### src/rtl/btn_pulse_gen_if.sv
// Button conditioning bus: raw button and repeat enable in, clean pulse and
// debounced level out.
interface btn_pulse_gen_if;
   logic btn_raw;
   logic repeat_en;
   logic pulse;
   logic pressed;

   modport master (
      output btn_raw,
      output repeat_en,
      input  pulse,
      input  pressed
   );

   modport slave (
      input  btn_raw,
      input  repeat_en,
      output pulse,
      output pressed
   );
endinterface

### src/rtl/btn_pulse_gen.sv
// Turns a bouncing push-button into single-cycle count-enable pulses, with
// a 2-FF synchronizer, a debounce FSM and optional auto-repeat while held.
module btn_pulse_gen #(
   parameter int DEBOUNCE_CYCLES = 16,
   parameter int REPEAT_DELAY    = 64,
   parameter int REPEAT_PERIOD   = 8
) (
   input logic          clk,
   input logic          rst,
   btn_pulse_gen_if.slave bus
);

   localparam int MAXP_A = (DEBOUNCE_CYCLES > REPEAT_DELAY) ? DEBOUNCE_CYCLES : REPEAT_DELAY;
   localparam int MAXP   = (MAXP_A > REPEAT_PERIOD) ? MAXP_A : REPEAT_PERIOD;
   localparam int CW     = $clog2(MAXP);

   localparam logic [CW-1:0] DEB_LAST = CW'(DEBOUNCE_CYCLES - 1);
   localparam logic [CW-1:0] RD_LAST  = CW'(REPEAT_DELAY - 1);
   localparam logic [CW-1:0] RP_LAST  = CW'(REPEAT_PERIOD - 1);

   typedef enum logic [1:0] {IDLE, DEB_PRESS, HELD, DEB_RELEASE} state_t;
   typedef enum logic {PH_DELAY, PH_PERIOD} phase_t;

   logic          sync1;
   logic          btn_s;
   state_t        state,   state_n;
   logic [CW-1:0] deb_cnt, deb_n;
   logic [CW-1:0] rep_cnt, rep_n;
   phase_t        phase,   phase_n;
   logic          pulse_q, pulse_n;
   logic          pressed_q, pressed_n;

   always_ff @(posedge clk) begin
      if (rst) begin
         sync1     <= 1'b0;
         btn_s     <= 1'b0;
         state     <= IDLE;
         deb_cnt   <= '0;
         rep_cnt   <= '0;
         phase     <= PH_DELAY;
         pulse_q   <= 1'b0;
         pressed_q <= 1'b0;
      end else begin
         sync1     <= bus.btn_raw;
         btn_s     <= sync1;
         state     <= state_n;
         deb_cnt   <= deb_n;
         rep_cnt   <= rep_n;
         phase     <= phase_n;
         pulse_q   <= pulse_n;
         pressed_q <= pressed_n;
      end
   end

   // Timers only count up to their limit and are cleared whenever a state is entered.
   always_comb begin
      state_n   = state;
      deb_n     = deb_cnt;
      rep_n     = rep_cnt;
      phase_n   = phase;
      pulse_n   = 1'b0;
      pressed_n = pressed_q;
      case (state)
         IDLE: begin
            if (btn_s) begin
               state_n = DEB_PRESS;
               deb_n   = '0;
            end
         end
         DEB_PRESS: begin
            if (!btn_s) begin
               state_n = IDLE;
               deb_n   = '0;
            end else if (deb_cnt == DEB_LAST) begin
               state_n   = HELD;
               deb_n     = '0;
               pulse_n   = 1'b1;
               pressed_n = 1'b1;
               rep_n     = '0;
               phase_n   = PH_DELAY;
            end else begin
               deb_n = deb_cnt + CW'(1);
            end
         end
         HELD: begin
            if (!btn_s) begin
               state_n = DEB_RELEASE;
               deb_n   = '0;
            end else if (!bus.repeat_en) begin
               rep_n   = '0;
               phase_n = PH_DELAY;
            end else if ((phase == PH_DELAY  && rep_cnt == RD_LAST) ||
                         (phase == PH_PERIOD && rep_cnt == RP_LAST)) begin
               pulse_n = 1'b1;
               rep_n   = '0;
               phase_n = PH_PERIOD;
            end else begin
               rep_n = rep_cnt + CW'(1);
            end
         end
         DEB_RELEASE: begin
            // A release bounce returns to HELD silently and restarts the repeat delay.
            if (btn_s) begin
               state_n = HELD;
               deb_n   = '0;
               rep_n   = '0;
               phase_n = PH_DELAY;
            end else if (deb_cnt == DEB_LAST) begin
               state_n   = IDLE;
               deb_n     = '0;
               pressed_n = 1'b0;
            end else begin
               deb_n = deb_cnt + CW'(1);
            end
         end
         default: begin
            state_n = IDLE;
            deb_n   = '0;
            rep_n   = '0;
            phase_n = PH_DELAY;
         end
      endcase
   end

   assign bus.pulse   = pulse_q;
   assign bus.pressed = pressed_q;

endmodule

### src/flat_wrapper.sv
// flat-port wrapper written by rule: the top's interface ports become plain ports
module btn_pulse_gen_flat 
#(
   parameter int DEBOUNCE_CYCLES = 16,
   parameter int REPEAT_DELAY    = 64,
   parameter int REPEAT_PERIOD   = 8
)
  (clk, rst, bus_btn_raw, bus_repeat_en, bus_pulse, bus_pressed);
  btn_pulse_gen_if bus_i ();
  input logic clk;
  input logic rst;
  input wire logic [$bits(bus_i.btn_raw)-1:0] bus_btn_raw;
  input wire logic [$bits(bus_i.repeat_en)-1:0] bus_repeat_en;
  output wire logic [$bits(bus_i.pulse)-1:0] bus_pulse;
  output wire logic [$bits(bus_i.pressed)-1:0] bus_pressed;
  assign bus_i.btn_raw = bus_btn_raw;
  assign bus_i.repeat_en = bus_repeat_en;
  assign bus_pulse = bus_i.pulse;
  assign bus_pressed = bus_i.pressed;
  btn_pulse_gen #(.DEBOUNCE_CYCLES(DEBOUNCE_CYCLES), .REPEAT_DELAY(REPEAT_DELAY), .REPEAT_PERIOD(REPEAT_PERIOD)) u_core (.clk(clk), .rst(rst), .bus(bus_i));
endmodule
### config.mk
export PLATFORM = sky130hd
export DESIGN_NAME = btn_pulse_gen_flat
export DESIGN_NICKNAME = d
export VERILOG_FILES = /design/src/rtl/btn_pulse_gen_if.sv /design/src/rtl/btn_pulse_gen.sv /design/src/flat_wrapper.sv
export SDC_FILE = /design/constraint.sdc
export NUM_CORES = 1
export LEC_CHECK = 0
export CORE_UTILIZATION = 50
export CTS_BUF_LIST = sky130_fd_sc_hd__clkbuf_8
export DETAILED_ROUTE_END_ITERATION = 12
export PLACE_DENSITY = 0.69
export REMOVE_ABC_BUFFERS = 1
export SETUP_SLACK_MARGIN = 0.2
export SYNTH_ARGS = -nofsm -noshare
export SYNTH_HDL_FRONTEND = slang
export SYNTH_SLANG_ARGS = --single-unit
### constraint.sdc
create_clock -name clk -period 2.8 [get_ports clk]
set_clock_uncertainty 0.1 [all_clocks]
set_input_delay 0.56 -clock clk [delete_from_list [all_inputs] [get_ports clk]]
set_output_delay 0.56 -clock clk [all_outputs]
set_load 0.005 [all_outputs]
==> metrics.md <==
| Metric | Value |
|---|---|
| Via count | about 800 |
| Core Util, Final | 0.621 |
| Sequential-to-total area share from yosys stat | 0.372 |
| Cell Int Power | between 0.4 and 0.5 mW |
| Clock-pin slew on the worst setup and hold paths | about 0.07 ns |
| Final Cell Area | 1130 sq um |
| Commonest cells in the netlist | 19 x dfxtp_1, 8 x o21ai_0, 7 x ha_1, 7 x nor3_1 |
| WP buf/inv | 1 |
| Final hold vios | 0 |
| Fin nets | around 130 |
| GRT Resource Usage Total | 0.200 |
| Core area | around 1800 sq um |
| # IOs | 6 |
| Total wire length | between 1.5 and 2 mm |
| Critical-path cell list | inv_1 -> ha_1 -> or4b_1 -> a2bb2oi_2 -> a31oi_1 -> nor3_1 |
| Final period util | 0.823 |
| Chip Height | 47.2 microns |
| Max stage delay cell, worst path | a31oi_1 |
| Longest Clk Path Bufs | 2 |
| Area of the multi-input gates | 603 sq um |
| I/O Buffers | 5 |
| TritonCTS clock tree | yes |
| Vias in the first global route | between 600 and 700 |
| Worst Path Class, Setup | flop to flop |
| Unrepaired setup endpoints after global routing | no |
| Cell taking the most area after synthesis | dfxtp_1 |
| Synth area leaders | dfxtp_1 37%, ha_1 8.6%, mux2i_1 3.9% |
| Net Sw Power | 0.148 mW |
| Cell Area, Placed | approximately 1100 sq um |
| Number of max-slew violations in the final report | 0 |
| Post-route ant nets | 0 |
| Slew HR | 0.604 |
| DRC Markers | 0 |
| Clock sinks | 19 |
| Share of the synthesized area in the top cell type | 0.372 |
| HPWL Detailed | about 1.4 mm |
| First-pass GRT wire length | 3.07 mm |
| Count leader, synth | dfxtp_1 |
| Level count of the clock H-tree | 1 |
| Grt ovf | 0 |
| Synthesized instance count | 112 |
| Library cells used by synthesis | 36 |
| Gate power share | 0.151 |
| Synthesis-to-finish area growth | 10.5% |
| Max incr delay on CP | ~0.50 ns |
| Min-Delay Path Class | flop to flop |
| N_diodes | 0 |
| Fmax | approximately 430 MHz |
| Crit. End Element | flop |
| EDFF count, synth | 0 |
| Status | completed |
| Yosys warning total | 0 |
| Hold-fix buffers, CTS | 0 |
| Critical path fanouts, max | 13 |
| Seq. cell area | 380 sq um |
| Pwr Total | 0.557 mW |
| Worst EP arrival | around 2.3 ns |
| Worst-margin pin slew | just under 0.6 ns |
| Primary FF master, synth | dfxtp_1 |
| Starting Density | 0.562 |
| Layout cells sized above 1 | 0.0940 |
| Antenna violations before repair | 0 |
| DR iter-0 viols | 15 |
| Die width | 47.2 microns |
| LEAKAGE | slightly below 0.4 nW |
| Final setup TNS | 0 ns |
| Fin crit period | between 2 and 2.5 ns |
| Sw frac | 0.266 |
| Async SR Flop Fraction | 0 |
| PD cells | ~500 nW/um^2 |
| Number of CTS-inserted buffers | 3 |
| Startpoint types | flop |
| Largest net degree at the start of global routing | 14 |
| Sequential share of power | 0.514 |
| Fillers | between 150 and 200 |
| CP top delay family | compound AO/OA/AOI/OAI gates |
| Root Driver | clkbuf_8 |
| Rows | 15 |
| First-pass DRT Iterations | 4 |
| Clk Latency, worst-skew pair | approximately 0.25 ns |
| Max Cap Viol | 0 |
| Routability-driven placement congestion ratio | between 0.8 and 0.9 |
| Critical path required time | 2.81 ns |
| Final setup fails | 0 |
| Detail-routed via count per cell | around 5.7 |
| Max VDD drop | about 0.31 mV |
| Die Area | between 2000 and 2500 sq um |
| Yosys reg bits | 19 |
| Clock Power Share | 0.335 |
| Wire length per cell | 13.0 microns |
| Avg Inst Size Synth | approximately 9.1 sq um |
| Synth Cell Area | ~1000 sq um |
metal layers:
metal	GRT usage	share of wire	vias to the layer above
li1	-	-	417
met1	0.264	0.49	375
met2	0.322	0.47	14
met3	0.0346	0.028	4
met4	0.0857	0.012	0
met5	0	0	-
cells in the final DEF, fill, tap and decap left out, types with 2 or more instances in the layout:
master / synthesis / layout
nor3_1: 7 / 7
clkbuf_8: 0 / 3
inv_1: 3 / 3
nor2_1: 6 / 6
nor4b_1: 3 / 3
mux2_2: 2 / 2
a21oi_1: 6 / 6
a211oi_1: 3 / 3
o21bai_1: 2 / 2
nand3_1: 4 / 4
o21ai_0: 8 / 8
nor2b_1: 2 / 2
nand2_1: 4 / 4
xor2_1: 3 / 3
or3_1: 4 / 4
clkdlybuf4s50_1: 0 / 5
nor3b_1: 2 / 2
or2_2: 2 / 2
ha_1: 7 / 7
mux2i_1: 4 / 4
nand2b_1: 2 / 2
dfxtp_1: 19 / 19
repair_timing:
action | 4_1_cts | 5_1_grt
resized for setup | 0 | 1
buffers inserted | 0 | 0
endpoints found under the setup margin | 0 | 5
final cells by class:
type | instances | share of cell area
sequential | 19 | 0.337
inverter | 3 | 0.00997
timing repair buffer | 6 | 0.0509
clock buffer | 3 | 0.0365
tap | 25 | 0.0277
multi-input combinational | 85 | 0.534
clock inverter | 1 | 0.00443
through the flow:
stage          hold WS [ns]  worst slack [ns]  instances
4_1_cts               0.339             0.433        142
3_3_place_gp          0.330             0.560        138
6_report              0.338             0.495        142
2_1_floorplan         0.314             0.701        107
5_1_grt               0.359             0.289        142
3_5_place_dp          0.321             0.460        138
power groups by stage:
| stage | combinational (mW) | sequential [mW] | clock [mW] |
|---|---|---|---|
| after global placement | 0.0790 | 0.292 | 0 |
| after detailed placement | 0.0817 | 0.293 | 0 |
| after CTS | 0.0824 | 0.286 | 0.193 |
| after global routing | 0.0944 | 0.288 | 0.209 |
| after floorplan | 0.0569 | 0.291 | 0 |
| final | 0.0840 | 0.287 | 0.186 |
state kept, by name (all words and copies together) (netlist names), named ones only:
signal              count
u_core.btn_s            1
u_core.bus.pressed      1
u_core.bus.pulse        1
u_core.deb_cnt          6
u_core.phase            1
u_core.rep_cnt          6
u_core.state            1
u_core.sync1            1
path summary, 6_finish.rpt:
path | from | slack (ns) | end | cells past startpoint
worst max-delay path | u_core.state[0]$_SDFFE_PP0P_ | 0.49 | u_core.rep_cnt[0]$_SDFFE_PP0P_ | 6
worst min-delay path | u_core.sync1$_SDFF_PP0_ | 0.34 | u_core.btn_s$_SDFF_PP0_ | 1
worst max register to register | u_core.state[0]$_SDFFE_PP0P_ | 0.49 | u_core.rep_cnt[0]$_SDFFE_PP0P_ | 6
worst min register to register | u_core.sync1$_SDFF_PP0_ | 0.34 | u_core.btn_s$_SDFF_PP0_ | 1
kinds of logic after synthesis:
kind of cell               count (synthesis)  share of synthesized area
buffers and inverters                      8                     0.0441
AOI/OAI and AO/OA                         25                      0.155
xor gates and xnor gates                   4                     0.0343
and+or+nand+nor                           43                      0.247
DFF                                       19                      0.372
adders and majority gates                  7                     0.0857
muxes                                      6                     0.0612
Note: power is estimated with default switching activity, not from simulation.
